**src/rtl/fetch_pc_ctrl_pkg.sv**
```systemverilog
// rtl/fetch_pc_ctrl_pkg.sv - shared fetch types and defaults
package fetch_pc_ctrl_pkg;

    localparam logic [31:0] DEF_RESET_PC = 32'h1c00_0000;
    localparam logic [31:0] DEF_NOP_INST = 32'h0340_0000;

    typedef enum logic {
        ST_REQ  = 1'b0,
        ST_WAIT = 1'b1
    } fetch_state_e;

    typedef struct packed {
        logic        valid;
        logic [31:0] pc;
        logic [31:0] inst;
        logic        adef;
    } fetch_buf_t;

endpackage

```
**src/rtl/fetch_pc_ctrl.sv**
```systemverilog
// rtl/fetch_pc_ctrl.sv - fetch PC owner, one-outstanding I-cache requester and fetch buffer
module fetch_pc_ctrl
    import fetch_pc_ctrl_pkg::*;
#(
    parameter logic [31:0] RESET_PC = DEF_RESET_PC,
    parameter logic [31:0] NOP_INST = DEF_NOP_INST
) (
    input  logic        clk,
    input  logic        rst,
    input  logic        ex_valid,
    input  logic        ex_ifbr,
    input  logic [31:0] ex_brtarget,
    output logic        ic_req,
    output logic [31:0] ic_addr,
    input  logic        ic_addr_ok,
    input  logic        ic_data_ok,
    input  logic [31:0] ic_rdata,
    input  logic        id_ready,
    output logic        if_valid,
    output logic [31:0] if_pc,
    output logic [31:0] if_inst,
    output logic        if_adef,
    output logic        flush_id
);

    fetch_state_e state_q, state_d;
    logic [31:0]  pc_q, pc_d;
    logic         discard_q, discard_d;
    fetch_buf_t   buf_q, buf_d;

    logic redirect;
    logic buffer_free;
    logic misaligned;

    assign redirect    = ex_valid & ex_ifbr;
    assign buffer_free = !buf_q.valid | id_ready;
    assign misaligned  = (pc_q[1:0] != 2'b00);

    assign flush_id = redirect;
    assign ic_req   = (state_q == ST_REQ) && buffer_free && !misaligned;
    assign ic_addr  = pc_q;

    assign if_valid = buf_q.valid;
    assign if_pc    = buf_q.pc;
    assign if_inst  = buf_q.inst;
    assign if_adef  = buf_q.adef;

    always_comb begin
        state_d   = state_q;
        pc_d      = pc_q;
        discard_d = discard_q;
        buf_d     = buf_q;

        if (buf_q.valid && id_ready) begin
            buf_d.valid = 1'b0;
        end

        case (state_q)
            ST_REQ: begin
                if (misaligned && buffer_free) begin
                    // Misaligned PC never reaches the I-cache; decode gets the exception instead.
                    buf_d = '{valid: 1'b1, pc: pc_q, inst: NOP_INST, adef: 1'b1};
                end else if (ic_req && ic_addr_ok) begin
                    state_d = ST_WAIT;
                end
            end
            ST_WAIT: begin
                if (ic_data_ok) begin
                    if (!discard_q) begin
                        buf_d = '{valid: 1'b1, pc: pc_q, inst: ic_rdata, adef: 1'b0};
                        pc_d  = pc_q + 32'd4;
                    end
                    discard_d = 1'b0;
                    state_d   = ST_REQ;
                end
            end
            default: state_d = ST_REQ;
        endcase

        // A redirect overrides everything; the only response still owed is marked stale.
        if (redirect) begin
            pc_d        = ex_brtarget;
            buf_d.valid = 1'b0;
            discard_d   = (state_d == ST_WAIT);
        end
    end

    always_ff @(posedge clk) begin
        if (rst) begin
            state_q   <= ST_REQ;
            pc_q      <= RESET_PC;
            discard_q <= 1'b0;
            buf_q     <= '0;
        end else begin
            state_q   <= state_d;
            pc_q      <= pc_d;
            discard_q <= discard_d;
            buf_q     <= buf_d;
        end
    end

endmodule

```
**config.mk**
```make
export PLATFORM = sky130hd
export DESIGN_NAME = fetch_pc_ctrl
export DESIGN_NICKNAME = d
export VERILOG_FILES = /design/src/rtl/fetch_pc_ctrl_pkg.sv /design/src/rtl/fetch_pc_ctrl.sv
export SDC_FILE = /design/constraint.sdc
export NUM_CORES = 1
export LEC_CHECK = 0
export ABC_AREA = 1
export CORE_MARGIN = 2
export CORE_UTILIZATION = 37
export DETAILED_ROUTE_END_ITERATION = 8
export GPL_TIMING_DRIVEN = 0
export PLACE_DENSITY = 0.78
export SLEW_MARGIN = 20
export SYNTH_ARGS = -nofsm -noshare
export SYNTH_HDL_FRONTEND = slang
export SYNTH_SLANG_ARGS = --single-unit
```
**constraint.sdc**
```tcl
create_clock -name clk -period 3.91 [get_ports clk]
set_input_delay 0.5865 -clock clk [delete_from_list [all_inputs] [get_ports clk]]
set_output_delay 0.5865 -clock clk [all_outputs]
set_load 0.01 [all_outputs]
```
======== Word-level counts from Yosys, hierarchy flattened ========
Index checks and enable logic that the tools add are counted.
cells by class
  $add $sub $neg .......................... 1
  equality and inequality tests ........... 4
  muxes and demuxes ....................... 16
  bitwise gates (word level) .............. 3
  reduce and logical (&&, ||, !) cells .... 14
operators with widths
  operator               number
  $mux 66                3
  $pmux 66 s2            1
  $mux 32                4
  $add 32x3->32 const B  1
  $mux 1                 7
  $ne 2x2->1 const B     3
  $reduce_and 3->1       2
  $reduce_bool 2->1      3
  $logic_and 1x1->1      5
  $logic_not 1->1        2
  $ne 2x1->1 const B     1
  $pmux 1 s2             1
  $reduce_and 2->1       1
  $reduce_or 2->1        1
  $and 1x1->1            1
  $not 1->1              1
  $or 1x1->1             1
storage, ports and cells
  register bits ........................... 100
  output and inout bits ................... 100

======== Longest topological paths before layout ========
Gate-level depths: netlist of the first run.
  depth after elaboration ................. 9
  mapped depth ............................ 11
  mapped depth without buffers ............ 10

======== Worst setup path after synthesis of the first run ========
OpenSTA, ideal clock, no wires.
  path type ............................... in2out
  start point ............................. input port ex_valid
  end point ............................... output port flush_id
  arrival ................................. 1.127 ns
  slack ................................... 2.196 ns
  stages on the path ...................... 4
  path buffers ............................ 2
  cells stage by stage .................... nand2_1 > inv_1 > buf_2 > buf_2
on the way
  word-level cells in the longest chain between the ends .. 1
RTL lines
  element             line                 RTL
  start: declaration  fetch_pc_ctrl.sv:10  input logic ex_valid,
  $and 1x1->1         fetch_pc_ctrl.sv:35  assign redirect = ex_valid & ex_ifbr;
  end: declaration    fetch_pc_ctrl.sv:23  output logic flush_id
No other way between the ends.

======== Worst setup path after layout of the first run ========
Ends and elaborated chain as after synthesis.

==> results of run 1 <==
final cells by class:
| type | instances | area, sq um | share of cell area, % |
|---|---|---|---|
| multi-input cells | 506 | 2330 | 33.9 |
| flip-flops and latches | 100 | 2000 | 29.1 |
| repair buffers | 169 | 1690 | 24.6 |
| clock buffers | 12 | 246 | 3.59 |
| well taps | 172 | 215 | 3.13 |
| inverters | 51 | 193 | 2.80 |
| plain buffers | 37 | 176 | 2.57 |
| clock inverters | 3 | 21.3 | 0.309 |
worst min-delay path: stages (launching register included):
cell and delay [ps]:
dfxtp_1 310, nand2_1 60, a21oi_1 50
cell families after synthesis:
logic type | count (synthesis) | synth area share, %
fa+ha+maj | 1 | 0.266
simple gates | 382 | 34.0
compound gates | 120 | 14.7
buf+inv | 88 | 7.85
flops | 100 | 42.6
xor+xnor | 3 | 0.559
placed cells by master (no fill, tap or decap), drive strengths merged:
master         Yosys  final
ha                 1      1
nor3               6      6
nor4               2      2
a31o               1      1
nand2            212    212
o221ai             3      3
a211oi            19     19
clkinvlp           0      1
nand3             40     40
a221oi             1      1
clkbuf            15     27
a31oi              3      3
buf               22     22
o211ai             3      3
or2                2      2
clkdlybuf4s50      0    169
dfxtp            100    100
o21ai             22     22
xnor2              1      1
o21bai             1      1
clkinv             1      2
inv               50     51
nand4              4      4
a21oi             66     66
nor2             116    116
o31ai              1      1
xor2               2      2
per-layer routing:
metal  up-vias  routed length [um]  share of wire [%]
met4         0                 267                1.6
met2       212                7710                 47
met1      2397                7250                 44
met3        21                1240                7.5
li1       2599                   -                  -
met5         -                   0                  0
power by group:
part / internal [mW] / switching [mW] / total (mW)
clock network: 0.448 / 0.392 / 0.839
registers: 1.09 / 0.0598 / 1.15
logic: 0.259 / 0.270 / 0.530
worst paths after layout:
path | start | slack, ps | depth (start not counted) | end
worst min-delay path | if_inst[8] | 460 | 2 | if_inst[8]
worst max register to register | ic_addr[3] | 2020 | 10 | ic_addr[26]
worst max-delay path | ex_valid | 940 | 6 | flush_id
worst min register to register | if_inst[8] | 460 | 2 | if_inst[8]
registers in the layout (all words and copies together), names as in the netlist:
name,count
discard_q,1
ic_addr,32
if_adef,1
if_inst,32
if_pc,32
if_valid,1
state_q,1
metrics by stage:
stage               util, %  setup WS (ps)  power, mW  cells
floorplan                 -           2200       1.40    694
global placement       52.8            989       1.69   1035
detailed placement     52.8            961       1.70   1035
CTS                    54.9            961       2.52   1050
global route           54.9            873       2.62   1050
finish                 54.9            937       2.52   1050
==> metrics.md, run 1 <==
| Metric | Value |
|---|---|
| Worst-path clk slew | `70 ps` |
| Via density | `4.98` |
| WHS | `~460 ps` |
| Synth Area per Inst | `6.77 sq um` |
| Cell family with most CP delay | `buffers and inverters` |
| Antenna Nets Post-Route | `0` |
| Cells along the critical path | `clkdlybuf4s50_1 > nand2_1 > inv_1 > buf_2 > buf_2 > clkdlybuf4s50_1` |
| GRT busiest layer | `met2` |
| IO Pins | `171` |
| Async SR Flop Fraction | `0%` |
| Fill cell count | `1214` |
| Class of the worst hold path | `flip-flop to flip-flop` |
| Placed Area | `around 0.0066 sq mm` |
| Root Driver | `clkbuf_16` |
| Synthesized cell area | `0.00470 sq mm` |
| Status | `finished, final reports clean` |
| Die W | `117 um` |
| Setup violators final | `0` |
| Grt ovf | `0` |
| Longest Clk Path Bufs | `2` |
| Initial antenna violation count | `0` |
| Power Density | `366 mW/mm^2` |
| Synth area leaders | `dfxtp_1 43%, nand2_1 17%, nor2_1 8.4%` |
| CP bufs+invs | `5` |
| Layout cell share with drive strength beyond 1 | `6.72%` |
| Sequential element share of the synthesized area | `between 40 and 50%` |
| Post-synth top cells | `207 x nand2_1, 105 x nor2_1, 100 x dfxtp_1` |
| Post-Route WL | `approximately 16 mm` |
| CTS tree | `yes` |
| CP startpoint kind | `primary input` |
| Slew Viols, Final | `0` |
| Final Hold Fails | `0` |
| Max-cap violations | `0` |
| Die H | `117 um` |
| Worst Tran Pin Value | `approximately 670 ps` |
| Hold Buf Count CTS | `0` |
| Setup TNS | `0 ps` |
| Critical path arrival | `2390 ps` |
| GRT met1 Usage | `33.3%` |
| H-tree Lvls | `3` |
| CTS Buf Count | `9` |
| Iteration-0 DRC count of the detailed router | `between 400 and 500` |
| Post-route cell area | `0.00687 sq mm` |
| Core ar. | `0.0125 sq mm` |
| M3 GR Usage | `4.57%` |
| Ant diodes | `0` |
| Global-route wire length before repair | `between 20 and 25 mm` |
| Critical Path RT | `3320 ps` |
| Worst setup path category | `primary input to output port` |
| EDFF count, synth | `0` |
| Total GRT Usage | `23.7%` |
| Max stage delay cell, worst path | `clkdlybuf4s50_1` |
| Net count after synthesis | `766` |
| Nets | `946` |
| Share of the synthesized area in the top cell type | `42.6%` |
| Max Clock Freq | `336 MHz` |
| Area delta synth->final | `46.3%` |
| Top-count cell post-synth | `nand2_1` |
| Vias in the first global route | `around 4600` |
| DP HPWL | `12.6 mm` |
| Worst skew pair latency | `350 ps` |
| RePlAce Congestion | `0.979` |
| Skew final | `5.87 ps` |
| Residual DRC | `0` |
| Gate count of the mapped netlist | `694` |
| Netlist cell types | `37` |
| Post-layout minimum cycle time | `2970 ps` |
| Routed vias | `between 5000 and 6000` |
| Leak | `2.51 nW` |
| Crit Path Max Fanout | `10` |
| Tcrit/Tclk final | `76.0%` |
| Top_reg_cell synth | `dfxtp_1` |
| VDD IR max | `approximately 0.25 mV` |
| Die area | `0.0136 sq mm` |
| Post-CTS setup buffer count | `0` |
| Flops & latches, synth | `100` |
| CTS sink cnt | `100` |
| Initial core utilization | `37.5%` |
| WL/cell | `15.7 um` |
| Max stage delay on crit path | `580 ps` |
| Area leader, netlist | `dfxtp_1` |
| PortBufs | `169` |
| Slew HR | `55.5%` |
| RSZ-0062 raised after global routing | `no` |
| Yosys warnings | `0` |
| Router iterations before antenna repair | `5` |
| Post_cts resized | `0` |
| Crit end category | `output port` |
| # rows | `41` |
| Met2 Use GR | `37.5%` |
| Largest net degree at the start of global routing | `16` |
No activity file was read; power rests on OpenSTA's default activity.
==> run 2, diff against run 1 <==
- PLACE_DENSITY: 0.78 -> 0.81
- clock period: 3.91 -> 2.69 ns (I/O delays scaled with it)
==> run 2 against run 1 <==
Compared with the run above:
- via count increased by 0.94%
- largest cell class unchanged
- utilization grew 0.23 points
- total power is 49% higher
- largest power group unchanged
- first-iteration DRC count rose by 8.8%
- clock-buffer cell count up 1
- clock power is 56% higher
- combinational power rose by 45%
- register-to-register slack lost 1200 ps
- design area increased by 0.42%
- sequential share of layout area down 0.12 points
- wire length is essentially flat
- die area did not move
==> metrics.md, run 2 (synthesis gave the netlist of run 1 again) <==
| Metric | Value |
|---|---|
| Crit Path Max Fanout | `10 (unchanged)` |
| Longest Clk Path Bufs | `2 (unchanged)` |
| Core ar. | `0.0125 sq mm (unchanged)` |
| Total GRT Usage | `23.9% (+0.21 points)` |
| Worst setup path category | `primary input to output port` |
| Crit end category | `output port` |
| Grt ovf | `0 (unchanged)` |
| Max-cap violations | `0 (unchanged)` |
| Worst Tran Pin Value | `708 ps (+39.8 ps)` |
| Global-route wire length before repair | `24.9 mm (+1.5%)` |
| # rows | `41 (unchanged)` |
| Iteration-0 DRC count of the detailed router | `470 (+8.8%)` |
| PortBufs | `169 (unchanged)` |
| Max Clock Freq | `386 MHz` |
| Worst skew pair latency | `350 ps (about the same)` |
| Status | `finished, final reports clean` |
| Fill cell count | `1228 (+1.2%)` |
| Initial antenna violation count | `0 (unchanged)` |
| Worst-path clk slew | `70 ps (about the same)` |
| Leak | `2.53 nW (+0.71%)` |
| Die H | `117 um (unchanged)` |
| Setup TNS | `0 ps (unchanged)` |
| H-tree Lvls | `3 (unchanged)` |
| Die W | `117 um (unchanged)` |
| DP HPWL | `12.6 mm (-0.18%)` |
| CP startpoint kind | `primary input` |
| WL/cell | `15.7 um (about the same)` |
| Pre-CTS setup slack | `125 ps (-836 ps)` |
| Power Density | `542 mW/mm^2 (+48%)` |
| CTS tree | `yes` |
| IO Pins | `171 (unchanged)` |
| Antenna Nets Post-Route | `0 (unchanged)` |
| Critical path arrival | `2180 ps (-210 ps)` |
| Skew final | `7.50 ps (+1.63 ps)` |
| Die area | `0.0136 sq mm (unchanged)` |
| Post-Route WL | `16.5 mm (about the same)` |
| RePlAce Congestion | `0.978 (-0.14%)` |
| Router iterations before antenna repair | `5 (unchanged)` |
| Largest net degree at the start of global routing | `17 (+1)` |
| Tcrit/Tclk final | `96.2%` |
| Routed vias | `5278 (+0.94%)` |
| PnR worst setup slack | `102 ps (-836 ps)` |
| Final Hold Fails | `0 (unchanged)` |
| Setup violators final | `0 (unchanged)` |
| Ant diodes | `0 (unchanged)` |
| Critical Path RT | `2290 ps (-1030 ps)` |
| Slew Viols, Final | `0 (unchanged)` |
| Slew HR | `52.8% (-2.7 points)` |
| Hold Buf Count CTS | `0 (unchanged)` |
| Post_cts resized | `0 (unchanged)` |
| CTS Buf Count | `9 (unchanged)` |
| Residual DRC | `0 (unchanged)` |
| Class of the worst hold path | `flip-flop to flip-flop` |
| Layout cell share with drive strength beyond 1 | `6.94% (+0.22 points)` |
| VDD IR max | `0.277 mV (+9.8%)` |
| Initial core utilization | `37.5% (unchanged)` |
| Nets | `946 (unchanged)` |
| Root Driver | `clkbuf_16` |
| Most frequent cells in the layout | `207 x nand2_1, 169 x clkdlybuf4s50_1, 105 x nor2_1` |
| Post-CTS setup buffer count | `0 (unchanged)` |
| RSZ-0062 raised after global routing | `no` |
| Final Util | `55.1% (+0.23 points)` |
| CTS sink cnt | `100 (unchanged)` |
| Commonest non-fill, non-tap cell in the layout | `nand2_1` |
| Area delta synth->final | `46.9%` |
| Post-layout minimum cycle time | `2590 ps` |
| Via density | `5.02 (+0.84%)` |
| Vias in the first global route | `4805 (+5.1%)` |
## run 2: layer usage
| metal | share of wire, % | vias up | global-route usage, % |
|---|---|---|---|
| li1 | - | 2607 | - |
| met1 | 42 | 2406 | 31.3 |
| met2 | 46 | 219 | 38.0 |
| met3 | 8.6 | 46 | 5.35 |
| met4 | 3.2 | 0 | 10.2 |
| met5 | 0 | - | 0 |
## run 2: area by class of cell
cell class	count	area [sq um]	share of cell area, %
Multi-Input combinational cell	506	2330	33.7
Sequential cell	100	2000	29.0
Timing Repair Buffer	169	1690	24.5
Clock buffer	13	270	3.92
Tap cell	172	215	3.12
Inverter	51	193	2.79
Buffer	37	176	2.56
Clock inverter	3	26.3	0.381
## run 2: where the power goes
part	total, mW	internal, mW	switching (mW)
logic	0.768	0.377	0.391
clock network	1.31	0.714	0.596
registers	1.67	1.58	0.0869
## run 2: stage by stage
step | instance area, sq um | hold WS, ps | power [mW] | cells
global route | 6900 | 472 | 3.88 | 1051
global placement | 6610 | 448 | 2.45 | 1035
CTS | 6900 | 461 | 3.74 | 1051
finish | 6900 | 461 | 3.74 | 1051
floorplan | 4700 | 483 | 2.04 | 694
detailed placement | 6610 | 453 | 2.46 | 1035
## run 2: worst paths after layout
check | slack (ps) | start | depth (start not counted) | end
setup / recovery | 100 | ex_valid | 6 | flush_id
hold / removal | 460 | if_inst[18] | 2 | if_inst[18]
setup reg to reg | 820 | ic_addr[3] | 10 | ic_addr[26]
hold reg to reg | 460 | if_inst[18] | 2 | if_inst[18]
## run 2: worst max-delay path: stages
cell             delay [ps]
clkdlybuf4s50_1         450
nand2_1                 120
inv_1                   100
buf_2                   220
buf_2                   300
clkdlybuf4s50_1         580
